### src/rtl/mult_pkg.sv
// Shared constants, FSM state type and operand helpers for the sequential
// shift-add multiplier (mult_seq_ctrl and its datapath mult_shift_dp).
package mult_pkg;

    localparam int OP_W  = 8;                   // two's-complement operand width
    localparam int MAG_W = OP_W - 1;            // magnitude width = iterations per full run
    localparam int RES_W = 2 * (OP_W - 1);      // product magnitude width
    localparam int CNT_W = $clog2(MAG_W + 1);   // iteration counter width

    typedef enum logic [1:0] {
        S_IDLE = 2'd0,
        S_RUN  = 2'd1,
        S_DONE = 2'd2
    } state_t;

    // Sign-magnitude conversion of the low bits; 0x80 maps to 0 and is flagged separately.
    function automatic logic [MAG_W-1:0] to_mag(input logic [OP_W-1:0] x);
        return x[OP_W-1] ? (~x[MAG_W-1:0] + MAG_W'(1)) : x[MAG_W-1:0];
    endfunction

    // True for the one operand value whose magnitude does not fit in MAG_W bits.
    function automatic logic is_min_neg(input logic [OP_W-1:0] x);
        return x == {1'b1, {MAG_W{1'b0}}};
    endfunction

endpackage

### src/rtl/mult_seq_ctrl_if.sv
// Command/result bundle between the operand source, the multiplier controller
// and the result display logic.
interface mult_seq_ctrl_if
    import mult_pkg::*;
();

    logic             start;
    logic [OP_W-1:0]  multiplier;
    logic [OP_W-1:0]  multiplicand;
    logic             busy;
    logic             done;
    logic [RES_W-1:0] result;
    logic             sign;
    logic             zflag;
    logic             err;

    // Command source side
    modport master (
        output start, multiplier, multiplicand,
        input  busy, done, result, sign, zflag, err
    );

    // Multiplier controller side
    modport slave (
        input  start, multiplier, multiplicand,
        output busy, done, result, sign, zflag, err
    );

endinterface

### src/rtl/mult_shift_dp.sv
// Shift-add datapath: magnitude registers, shifting multiplier/multiplicand,
// accumulator and iteration counter. Sequenced by load/step from the FSM.
module mult_shift_dp
    import mult_pkg::*;
(
    input  logic             clock,
    input  logic             reset_n,
    input  logic             load,
    input  logic             step,
    input  logic [OP_W-1:0]  multiplier,
    input  logic [OP_W-1:0]  multiplicand,
    output logic [RES_W-1:0] acc,
    output logic             mplier_zero,
    output logic             cnt_last,
    output logic             cnt_zero
);

    logic [MAG_W-1:0] mplier_sh;
    logic [RES_W-1:0] mcand_sh;
    logic [CNT_W-1:0] cnt;

    // Load magnitudes on an accepted start, then one add/shift iteration per step.
    always_ff @(posedge clock) begin
        // NOTE: the datapath registers are few, so they take the reset too; an
        // aborted run then leaves no stale partial product behind.
        if (!reset_n) begin
            mplier_sh <= '0;
            mcand_sh  <= '0;
            acc       <= '0;
            cnt       <= '0;
        end else if (load) begin
            mplier_sh <= to_mag(multiplier);
            mcand_sh  <= RES_W'(to_mag(multiplicand));
            acc       <= '0;
            cnt       <= '0;
        end else if (step) begin
            // NOTE: non-blocking assignments, so every right-hand side below
            // sees the pre-edge values and the statement order does not matter.
            if (mplier_sh[0]) begin
                acc <= acc + mcand_sh;
            end
            mplier_sh <= mplier_sh >> 1;
            mcand_sh  <= mcand_sh << 1;
            cnt       <= cnt + CNT_W'(1);
        end
    end

    assign mplier_zero = (mplier_sh == '0);
    assign cnt_last    = (cnt == CNT_W'(MAG_W));
    assign cnt_zero    = (cnt == '0);

endmodule

### src/rtl/mult_seq_ctrl.sv
// Sequencing controller for the 8-bit shift-add multiplier.
// IDLE -> RUN -> DONE -> IDLE; all interface outputs are registered.
// Optional build macro EARLY_TERM_EN: leave RUN as soon as the shifted
// multiplier has run out of set bits (after at least one iteration).
module mult_seq_ctrl
    import mult_pkg::*;
(
    input  logic           clock,
    input  logic           reset_n,
    mult_seq_ctrl_if.slave bus
);

    state_t           state;
    logic             busy_q;
    logic             done_q;
    logic [RES_W-1:0] result_q;
    logic             sign_q;
    logic             zflag_q;
    logic             err_q;
    logic             sign_raw;

    logic [RES_W-1:0] acc;
    logic             mplier_zero;
    logic             cnt_last;
    logic             cnt_zero;
    logic             load;
    logic             step;
    logic             run_exit;

    // An invalid (0x80) operand still spends one RUN edge, so err runs end at E2.
`ifdef EARLY_TERM_EN
    assign run_exit = cnt_last || (!cnt_zero && (err_q || mplier_zero));
`else
    assign run_exit = cnt_last || (!cnt_zero && err_q);
    // The zero-multiplier status only matters for early termination.
    logic unused_mplier_zero;
    assign unused_mplier_zero = mplier_zero;
`endif

    assign load = (state == S_IDLE) && bus.start;
    assign step = (state == S_RUN) && !run_exit;

    mult_shift_dp u_dp (
        .clock        (clock),
        .reset_n      (reset_n),
        .load         (load),
        .step         (step),
        .multiplier   (bus.multiplier),
        .multiplicand (bus.multiplicand),
        .acc          (acc),
        .mplier_zero  (mplier_zero),
        .cnt_last     (cnt_last),
        .cnt_zero     (cnt_zero)
    );

    // Control FSM with registered busy/done and result outputs.
    always_ff @(posedge clock) begin
        if (!reset_n) begin
            state    <= S_IDLE;
            busy_q   <= 1'b0;
            done_q   <= 1'b0;
            result_q <= '0;
            sign_q   <= 1'b0;
            zflag_q  <= 1'b0;
            err_q    <= 1'b0;
            sign_raw <= 1'b0;
        end else begin
            done_q <= 1'b0;
            case (state)
                S_IDLE: begin
                    if (bus.start) begin
                        state    <= S_RUN;
                        busy_q   <= 1'b1;
                        err_q    <= is_min_neg(bus.multiplier) || is_min_neg(bus.multiplicand);
                        sign_raw <= bus.multiplier[OP_W-1] ^ bus.multiplicand[OP_W-1];
                    end
                end
                S_RUN: begin
                    if (run_exit) begin
                        state    <= S_DONE;
                        done_q   <= 1'b1;
                        result_q <= acc;
                        zflag_q  <= (acc == '0);
                        sign_q   <= sign_raw && (acc != '0);
                    end
                end
                S_DONE: begin
                    state  <= S_IDLE;
                    busy_q <= 1'b0;
                end
                default: begin
                    state  <= S_IDLE;
                    busy_q <= 1'b0;
                end
            endcase
        end
    end

    assign bus.busy   = busy_q;
    assign bus.done   = done_q;
    assign bus.result = result_q;
    assign bus.sign   = sign_q;
    assign bus.zflag  = zflag_q;
    assign bus.err    = err_q;

endmodule

### src/flat_wrapper.sv
// flat-port wrapper written by rule: the top's interface ports become plain ports
module mult_seq_ctrl_flat import mult_pkg::*;
  (clock, reset_n, bus_start, bus_multiplier, bus_multiplicand, bus_busy, bus_done, bus_result, bus_sign, bus_zflag, bus_err);
  mult_seq_ctrl_if bus_i ();
  input  logic clock;
  input  logic reset_n;
  input wire logic [$bits(bus_i.start)-1:0] bus_start;
  input wire logic [$bits(bus_i.multiplier)-1:0] bus_multiplier;
  input wire logic [$bits(bus_i.multiplicand)-1:0] bus_multiplicand;
  output wire logic [$bits(bus_i.busy)-1:0] bus_busy;
  output wire logic [$bits(bus_i.done)-1:0] bus_done;
  output wire logic [$bits(bus_i.result)-1:0] bus_result;
  output wire logic [$bits(bus_i.sign)-1:0] bus_sign;
  output wire logic [$bits(bus_i.zflag)-1:0] bus_zflag;
  output wire logic [$bits(bus_i.err)-1:0] bus_err;
  assign bus_i.start = bus_start;
  assign bus_i.multiplier = bus_multiplier;
  assign bus_i.multiplicand = bus_multiplicand;
  assign bus_busy = bus_i.busy;
  assign bus_done = bus_i.done;
  assign bus_result = bus_i.result;
  assign bus_sign = bus_i.sign;
  assign bus_zflag = bus_i.zflag;
  assign bus_err = bus_i.err;
  mult_seq_ctrl u_core (.clock(clock), .reset_n(reset_n), .bus(bus_i));
endmodule
### config.mk
export PLATFORM = sky130hd
export DESIGN_NAME = mult_seq_ctrl_flat
export DESIGN_NICKNAME = d
export VERILOG_FILES = /design/src/rtl/mult_pkg.sv /design/src/rtl/mult_seq_ctrl_if.sv /design/src/rtl/mult_shift_dp.sv /design/src/rtl/mult_seq_ctrl.sv /design/src/flat_wrapper.sv
export SDC_FILE = /design/constraint.sdc
export NUM_CORES = 1
export LEC_CHECK = 0
export CORE_ASPECT_RATIO = 1.25
export CORE_MARGIN = 1.5
export CORE_UTILIZATION = 50
export DETAILED_ROUTE_END_ITERATION = 16
export HOLD_SLACK_MARGIN = 0.05
export PLACE_DENSITY = 0.8
export SLEW_MARGIN = 20
export SYNTH_ARGS = -nofsm -noshare
export SYNTH_HDL_FRONTEND = slang
export SYNTH_SLANG_ARGS = --single-unit
export TNS_END_PERCENT = 100
### constraint.sdc
create_clock -name clock -period 2.55 [get_ports clock]
set_input_delay 0.51 -clock clock [delete_from_list [all_inputs] [get_ports clock]]
set_output_delay 0.51 -clock clock [all_outputs]
set_load 0.01 [all_outputs]
==> summary.md, run 1 <==
| Metric | Value |
|---|---|
| CTS tree | yes |
| Status | complete, no violations |
| Io pins | 38 |
| RR Startpoint | u_core.u_dp.acc[0] |
| Pleak | 1.534 nW |
| Worst slack at placement | 0.1892 ns |
| Syn Std Cell Area | 0.003249 mm^2 |
| Chip height | 93.13 um |
| Fill count | 574 |
| GRT Overall Usage | 23.16% |
| Area Overhead vs Synth | 20.95% |
| Vias in the first global route | 2872 |
| CTS Buffer Depth | 2 |
| Clk pin slew, worst setup/hold paths | 0.07 ns |
| Hold/Removal Path Class | reg2reg |
| Total Wirelength | 7.276 mm |
| Worst path max stage delay | 0.42 ns |
| First-iteration detailed-routing DRC count | 129 |
| Die W | 75.11 um |
| Core area | 0.006246 mm^2 |
| Clock Sinks | 60 |
| Fin. Hold Viols | 0 |
| Data arrival, critical path | 2.50 ns |
| Tightest Pin Transition | 0.4521 ns |
| Most used DFF post-synth | dfxtp_1 |
| Final WS setup | 0.2787 ns |
| Asr flop ratio synth | 0% |
| DIE AREA | 0.006995 mm^2 |
| Nets@finish | 466 |
| Synthesized flop and latch total | 60 |
| Initial antenna violation count | 0 |
| Synth Instances | 389 |
| Initial core utilization | 52.02% |
| Drt pass-1 iters | 4 |
| Gr ovfl total | 0 |
| H-Tree Depth | 3 |
| Hold path start | u_core.bus.busy |
| Gpl congestion | 0.9254 |
| CTS root buf | clkbuf_8 |
| CP most frequent cell | o21ai_0 |
| Critical-path cell list | ha_1 > fa_1 > a21oi_1 > o21ai_0 > o41ai_2 > o21ai_0 > mux2i_1 > a21o_1 |
| Total chip power | 2.126 mW |
| Worst Path Required | 2.78 ns |
| Avg Inst Size Synth | 8.353 um^2 |
| Peak VDD IR | 0.3407 mV |
| Largest net degree at the start of global routing | 31 |
| Wirelength per Cell | 14.05 um |
| Post-Layout Cell Count | 518 |
| Pwr/cell area | 541.0 mW/mm^2 |
| Via Count | 2907 |
| Min Tclk post-route | 2.271 ns |
| Post-synthesis sequential area ratio | 36.97% |
| Max-slew violations | 0 |
| Start point of the critical path | u_core.u_dp.acc[0] |
| Row count | 32 |
| Synthesis Warnings | 0 |
| # port buffers | 37 |
| Final HPWL DP | 5.453 mm |
| Skew-Pair Late Insertion Delay | 0.33 ns |
| CTS resizes | 0 |
| Netlist cell types | 55 |
| First-pass GRT wire length | 12.45 mm |
| Post-CTS Hold Fix Bufs | 0 |
| RSZ-0062 raised after global routing | no |
| Ranking of synthesized cells by area | dfxtp_1 37%, nand2_1 8.1%, ha_1 6.9% |
| Post-placement cell count | 502 |
| Synth cell count leaders | 70 x nand2_1, 60 x dfxtp_1, 37 x nor2_1 |
| Final ANT Viol Nets | 0 |
| DRC Markers | 0 |
| Max-cap violation count | 0 |
| Fin util | 62.92% |
| Crit path max fanout | 4 |
| Postcts setup bufs | 0 |
| Net count after synthesis | 427 |
| Buffers & Inverters on Critical Path | 0 |
| Final TNS setup | 0 ns |
| CP max stage cell | fa_1 |
| Routed vias/inst | 5.612 |
| Worst setup EP type | register |
| Slew margin rel. | 69.68% |
| CP delay by family, top | compound AO/OA/AOI/OAI gates |
| Synth area leader | dfxtp_1 |
| Inserted Clock Buffers | 9 |
| Max Clk Rate | 0.4403 GHz |
| Layout cells sized above 1 | 8.545% |
| Min Hold Slack | 0.4739 ns |
| Area after DPL | 0.003720 mm^2 |
| Post-synth top area share | 36.97% |
| Antenna Cells | 0 |
| WS Path Type | reg2reg |
| Setup Skew | 0.005864 ns |
| Period utilisation layout | 89.07% |
| Final instance area | 0.003930 mm^2 |
| Post-synth EDFFs | 0 |
| Startpoint Class | register |
| Most common cell in the netlist | nand2_1 |
| Final setup fails | 0 |
[flip-flops by register name, summed over array words and instances, names as in the netlist]
| register | count |
|---|---|
| u_core.bus.result | 14 |
| u_core.u_dp.acc | 14 |
| u_core.u_dp.mcand_sh | 14 |
| u_core.u_dp.mplier_sh | 7 |
| u_core.u_dp.cnt | 3 |
| u_core.state | 2 |
| u_core.bus.busy | 1 |
| u_core.bus.done | 1 |
| u_core.bus.err | 1 |
| u_core.bus.sign | 1 |
| u_core.bus.zflag | 1 |
| u_core.sign_raw | 1 |
[area by class of cell]
type	instances	area, um^2	share of cell area (%)
clock buffer	12	155.1	3.948
clock inverter	4	47.55	1.210
timing repair buffer	48	452.9	11.52
tap	85	106.4	2.706
multi-input combinational	296	1918	48.81
sequential	60	1201	30.56
inverter	13	48.80	1.242
[report_power, final]
group / internal [mW] / total, mW / switching (mW)
Combinational: 0.118 / 0.269 / 0.151
Sequential: 0.969 / 0.995 / 0.0262
Clock: 0.501 / 0.862 / 0.361
Total: 1.59 / 2.13 / 0.538
[final timing paths]
kind / cells past startpoint / to / slack (ns)
max: 8 / u_core.u_dp.acc[12] / 0.28
min: 2 / u_core.bus.busy / 0.47
max reg2reg: 8 / u_core.u_dp.acc[12] / 0.28
min reg2reg: 2 / u_core.bus.busy / 0.47
[layout by cell type (no fill, tap or decap), types with 3 or more instances in the layout]
master / n
a211oi_1: 4
a21o_1: 4
a21oi_1: 33
a311oi_1: 10
a31oi_1: 3
and3_1: 4
buf_4: 11
clkbuf_8: 11
clkdlybuf4s50_1: 37
dfxtp_1: 60
ha_1: 18
inv_1: 13
mux2i_1: 18
nand2_1: 70
nand2b_1: 3
nand3_1: 10
nand3b_1: 3
nor2_1: 37
o211ai_1: 4
o21ai_0: 9
o31ai_1: 4
or3_1: 5
xnor2_1: 13
xor2_1: 5
[cell families (layout without fill, tap and decap cells)]
family	Yosys count	after routing	synth area share, %
flops	60	60	36.97
compound gates	90	90	19.41
simple gates	151	151	21.29
mux	18	18	5.545
fa+ha+maj	19	19	7.547
buf+inv	33	77	4.390
xor+xnor	18	18	4.852
[tightest hold or removal path, cell delays in order, from the launching register on]
cell      delay [ns]
dfxtp_1         0.31
nand2b_1        0.06
a21oi_1         0.06
[routing by layer]
| layer | GRT usage (%) | up-vias | wire length [um] |
|---|---|---|---|
| li1 | - | 1452 | - |
| met4 | 11.06 | 0 | 211 |
| met5 | 0 | - | 0 |
| met3 | 5.603 | 21 | 237 |
| met2 | 40.04 | 68 | 3827 |
| met1 | 25.93 | 1366 | 3000 |
Note: power is estimated with default switching activity, not from simulation.
==> run 2: changes to the inputs <==
--- a/config.mk
+++ b/config.mk
@@ -10,9 +10,11 @@
 export CORE_UTILIZATION = 50
 export DETAILED_ROUTE_END_ITERATION = 16
 export HOLD_SLACK_MARGIN = 0.05
-export PLACE_DENSITY = 0.8
+export MAX_ROUTING_LAYER = met4
+export PLACE_DENSITY = 0.79
 export SLEW_MARGIN = 20
 export SYNTH_ARGS = -nofsm -noshare
 export SYNTH_HDL_FRONTEND = slang
+export SYNTH_HIERARCHICAL = 1
 export SYNTH_SLANG_ARGS = --single-unit
 export TNS_END_PERCENT = 100
==> summary.md, run 2 <==
| Metric | Value |
|---|---|
| Fin. Hold Viols | 0 |
| Slew margin rel. | 54.43% |
| Setup Skew | 0.006973 ns |
| First-iteration detailed-routing DRC count | 138 |
| Clk pin slew, worst setup/hold paths | 0.06 ns |
| Area after DPL | 0.003752 mm^2 |
| Sink of the worst hold path | u_core/bus.zflag |
| Antenna Cells | 0 |
| Area Overhead vs Synth | 21.30% |
| WS Path Type | reg2reg |
| Final instance area | 0.003990 mm^2 |
| Net count after synthesis | 418 |
| CTS root buf | clkbuf_8 |
| Synthesis Warnings | 6 |
| Worst Path Required | 2.77 ns |
| Die W | 75.55 um |
| Commonest non-fill, non-tap cell in the layout | dfxtp_1 |
| Io pins | 38 |
| Reg2reg setup slack | 0.27 ns |
| CTS tree | yes |
| Final TNS setup | 0 ns |
| Hold path start | u_core/bus.zflag |
| Avg Inst Size Synth | 8.656 um^2 |
| Drt pass-1 iters | 4 |
| Synth Instances | 380 |
| Initial core utilization | 52.66% |
| Nets@finish | 457 |
| RR Startpoint | u_core/u_dp/acc[0] |
| Pwr/cell area | 565.1 mW/mm^2 |
| Wirelength per Cell | 13.52 um |
| Max-slew violations | 0 |
| Core area | 0.006246 mm^2 |
| CTS Buffer Depth | 2 |
| Post-CTS Hold Fix Bufs | 0 |
| DRC Markers | 0 |
| Final ANT Viol Nets | 0 |
| R2r worst-path depth | 9 |
| Inserted Clock Buffers | 9 |
| Hold path cells | 2 |
| Final setup fails | 0 |
| Final HPWL DP | 5.188 mm |
| Largest net degree at the start of global routing | 34 |
| Gpl congestion | 0.8921 |
| RR Endpoint | u_core/u_dp/acc[12] |
| Postcts setup bufs | 0 |
| GRT Overall Usage | 21.88% |
| Skew-Pair Late Insertion Delay | 0.33 ns |
| Data arrival, critical path | 2.50 ns |
| Status | complete, no violations |
| Tightest Pin Transition | 0.6818 ns |
| Vias in the first global route | 2687 |
| Commonest cells after routing, fill and taps aside | 60 x dfxtp_1, 57 x nor2_1, 37 x clkdlybuf4s50_1 |
| H-Tree Depth | 3 |
| Period utilisation layout | 89.29% |
| Max Clk Rate | 0.4392 GHz |
| DIE AREA | 0.007077 mm^2 |
| RSZ-0062 raised after global routing | no |
| Clock Sinks | 60 |
| Gr ovfl total | 0 |
| Pleak | 1.689 nW |
| Peak VDD IR | 0.2772 mV |
| Crit path max fanout | 5 |
| Initial antenna violation count | 0 |
| Min Tclk post-route | 2.277 ns |
| Layout cells sized above 1 | 7.801% |
| CTS resizes | 0 |
| First-pass GRT wire length | 11.48 mm |
| Syn Std Cell Area | 0.003289 mm^2 |
| Hold/Removal Path Class | reg2reg |
| # port buffers | 37 |
| Routed vias/inst | 5.441 |
| Row count | 32 |
| Worst setup EP type | register |
| Via Count | 2764 |
| Startpoint Class | register |
| Max-cap violation count | 0 |
| Chip height | 93.69 um |
| Total Wirelength | 6.866 mm |
[run 2: area by class of cell]
cell class / instances / area (um^2)
clock inverters: 5 / 100.1
fillers: 557 / 2256
repair buffers: 45 / 430.4
multi-input cells: 291 / 1969
flip-flops and latches: 60 / 1201
inverters: 12 / 45.04
well taps: 85 / 106.4
clock buffers: 10 / 137.6
[run 2: through the flow]
step	setup WS, ns	total power [mW]	cells	hold slack [ns]	util, %
2_1_floorplan	0.4069	1.167	380	0.4346	-
3_3_place_gp	0.3523	1.251	493	0.4713	60.08
3_5_place_dp	0.2823	1.257	493	0.4755	60.08
4_1_cts	0.2656	2.272	508	0.4844	63.88
5_1_grt	0.1357	2.338	508	0.5211	63.88
6_report	0.2730	2.255	508	0.4851	63.88
[run 2: worst max-delay path, cell delays in order (launching register included)]
cell,delay (ns)
dfxtp_1,0.38
ha_1,0.19
inv_1,0.06
fa_1,0.42
nor2b_4,0.15
o31a_1,0.19
o2111ai_2,0.14
a21oi_2,0.24
a2111oi_0,0.13
a221o_1,0.27
[run 2: how the worst max path moves through the flow]
| stage | start | end | slack [ns] | cells past startpoint |
|---|---|---|---|---|
| 2_1_floorplan | u_core/u_dp/cnt[0] | u_core/u_dp/acc[10] | 0.41 | 8 |
| 3_3_place_gp | u_core/u_dp/acc[0] | u_core/u_dp/acc[12] | 0.35 | 9 |
| 3_5_place_dp | u_core/u_dp/acc[0] | u_core/u_dp/acc[12] | 0.28 | 9 |
| 4_1_cts | u_core/u_dp/acc[0] | u_core/u_dp/acc[12] | 0.27 | 9 |
| 5_1_grt | u_core/u_dp/acc[0] | u_core/u_dp/acc[12] | 0.14 | 9 |
| 6_report | u_core/u_dp/acc[0] | u_core/u_dp/acc[12] | 0.27 | 9 |
[run 2: where the power goes]
group | total (mW) | internal, mW | switching (mW)
registers | 0.983 | 0.964 | 0.0188
logic | 0.254 | 0.122 | 0.132
clock network | 1.02 | 0.667 | 0.351
total | 2.25 | 1.75 | 0.502
[run 2: routing by layer]
metal / up-vias / global-route usage [%] / share of wire (%) / wire (um)
li1: 1420 / - / - / -
met1: 1250 / 23.98 / 44 / 3018
met2: 72 / 35.45 / 48 / 3320
met3: 22 / 3.648 / 3.6 / 245
met4: 0 / 14.88 / 4.1 / 282
met5: - / - / 0 / 0
==> run 3: changes to the inputs <==
--- a/config.mk
+++ b/config.mk
@@ -12,6 +12,7 @@
 export HOLD_SLACK_MARGIN = 0.05
 export MAX_ROUTING_LAYER = met4
 export PLACE_DENSITY = 0.79
+export REMOVE_ABC_BUFFERS = 1
 export SLEW_MARGIN = 20
 export SYNTH_ARGS = -nofsm -noshare
 export SYNTH_HDL_FRONTEND = slang
==> summary.md, run 3 (synthesis gave the netlist of run 2 again) <==
| Metric | Value |
|---|---|
| RR Endpoint | u_core/u_dp/acc[12] |
| Flop pwr share | 47.1% |
| Crit path max fanout | 5 |
| Final TNS setup | 0 ns |
| Tightest Pin Transition | 0.6770 ns |
| Total chip power | 2.088 mW |
| Chip height | 93.69 um |
| Initial core utilization | 52.66% |
| DRC Markers | 0 |
| WL met1 | 3.047 mm |
| Wirelength per Cell | 13.59 um |
| Inserted Clock Buffers | 9 |
| Post-placement cell count | 492 |
| Sink of the worst hold path | u_core/bus.zflag |
| Via Count | 2778 |
| Data arrival, critical path | 2.55 ns |
| Int Pwr | 1.585 mW |
| CP delay by family, top | compound AO/OA/AOI/OAI gates |
| Setup Skew | 0.005213 ns |
| Max Clk Rate | 0.4301 GHz |
| Final HPWL DP | 5.211 mm |
| Worst path max stage delay | 0.42 ns |
| Final setup fails | 0 |
| Reg2reg setup slack | 0.23 ns |
| Layout cells sized above 1 | 7.565% |
| Area Overhead vs Synth | 20.01% |
| Critical-path cell list | ha_1 > inv_1 > fa_1 > nor2b_4 > o31a_1 > o2111ai_2 > a21oi_2 > a2111oi_0 > a221o_1 |
| Buffers & Inverters on Critical Path | 1 |
| Met2 Wirelength | 3.489 mm |
| Comb pwr share | 11.9% |
| Gpl congestion | 0.8677 |
| First-pass GRT wire length | 11.80 mm |
| Antenna Cells | 0 |
| Io pins | 38 |
| Pwr/cell area | 528.9 mW/mm^2 |
| First-iteration detailed-routing DRC count | 173 |
| Total Wirelength | 6.903 mm |
| Postcts setup bufs | 0 |
| Pleak | 1.665 nW |
| Slew margin rel. | 54.74% |
| Highest routed layer | met4 |
| Hold path start | u_core/bus.zflag |
| Sw Share | 24.09% |
| Clock power share | 41.0% |
| Routed vias/inst | 5.469 |
| CTS tree | yes |
| Die W | 75.55 um |
| Status | complete, no violations |
| Peak VDD IR | 0.2771 mV |
| Skew-Pair Late Insertion Delay | 0.34 ns |
| Worst setup EP type | register |
| Min Tclk post-route | 2.325 ns |
| Largest net degree at the start of global routing | 35 |
| Commonest non-fill, non-tap cell in the layout | dfxtp_1 |
| Vias in the first global route | 2600 |
| Worst Path Required | 2.77 ns |
| Hold/Removal Path Class | reg2reg |
| Fin. Hold Viols | 0 |
| Startpoint Class | register |
| Clk pin slew, worst setup/hold paths | 0.07 ns |
| Clock Sinks | 60 |
| Nets@finish | 456 |
| Fin util | 63.20% |
| CTS resizes | 0 |
| Max-cap violation count | 0 |
| R2r worst-path depth | 9 |
| Initial antenna violation count | 0 |
| H-Tree Depth | 3 |
| CP max stage cell | fa_1 |
| Gr ovfl total | 0 |
| WS Path Type | reg2reg |
| Core area | 0.006246 mm^2 |
| Max-slew violations | 0 |
| CTS root buf | clkbuf_8 |
| Row count | 32 |
| Drt pass-1 iters | 4 |
| NetSw | 503.0 uW |
| Met3 WL | 265 um |
| RSZ-0062 raised after global routing | no |
| RR Startpoint | u_core/u_dp/acc[0] |
| Post-Layout Cell Count | 508 |
| CTS Buffer Depth | 2 |
| DIE AREA | 0.007077 mm^2 |
| Period utilisation layout | 91.17% |
| Final ANT Viol Nets | 0 |
| Commonest cells after routing, fill and taps aside | 60 x dfxtp_1, 57 x nor2_1, 37 x clkdlybuf4s50_1 |
| Hold path cells | 2 |
| Post-CTS Hold Fix Bufs | 0 |
| # port buffers | 37 |
| GRT Overall Usage | 22.54% |
[run 3: cell count changes in the layout (fill, tap and decap cells not counted), sizes merged]
cell,change
bufinv,-2
clkinvlp,+1
clkbuf,+2
buf,-1
[run 3: stage by stage]
step | worst slack [ns] | hold slack, ns | instance area (um^2)
finish | 0.2251 | 0.4828 | 3948
global placement | 0.2599 | 0.4716 | 3745
detailed placement | 0.2545 | 0.4744 | 3745
global route | 0.04201 | 0.5313 | 3948
floorplan | -2.370 | 0.4346 | 3204
CTS | 0.2355 | 0.4838 | 3948
[run 3: tightest hold or removal path, cell delays in order, from the launching register on]
cell and delay, ns:
dfxtp_1 0.31, nand3_1 0.07, o31ai_2 0.06
[run 3: per-layer routing]
| layer | GRT usage (%) | vias to the layer above |
|---|---|---|
| li1 | - | 1418 |
| met5 | - | - |
| met3 | 3.863 | 8 |
| met4 | 10.27 | 0 |
| met2 | 36.92 | 60 |
| met1 | 26.58 | 1292 |
[run 3: area by class of cell]
type / instances / area (um^2)
well taps: 85 / 106.4
flip-flops and latches: 60 / 1201
clock buffers: 12 / 155.1
inverters: 12 / 45.04
repair buffers: 44 / 422.9
fillers: 551 / 2298
multi-input cells: 291 / 1969
clock inverters: 4 / 47.55
[run 3: worst max path at each step]
stage | start | endpoint | slack (ns) | depth (start not counted)
after floorplan | u_core/u_dp/cnt[0] | u_core/u_dp/acc[12] | -2.37 | 8
after global placement | bus_start | u_core/u_dp/acc[12] | 0.26 | 7
after detailed placement | bus_start | u_core/u_dp/acc[12] | 0.25 | 7
after CTS | u_core/u_dp/acc[0] | u_core/u_dp/acc[12] | 0.24 | 9
after global routing | u_core/u_dp/acc[0] | u_core/u_dp/acc[12] | 0.04 | 9
final | u_core/u_dp/acc[0] | u_core/u_dp/acc[12] | 0.23 | 9
[run 3: power groups by stage]
| stage | clock (mW) | sequential [mW] | combinational [mW] |
|---|---|---|---|
| after floorplan | 0 | 0.999 | 0.164 |
| after global placement | 0 | 1.00 | 0.244 |
| after detailed placement | 0 | 1.00 | 0.248 |
| after CTS | 0.871 | 0.983 | 0.250 |
| after global routing | 0.912 | 0.985 | 0.276 |
| final | 0.857 | 0.983 | 0.248 |
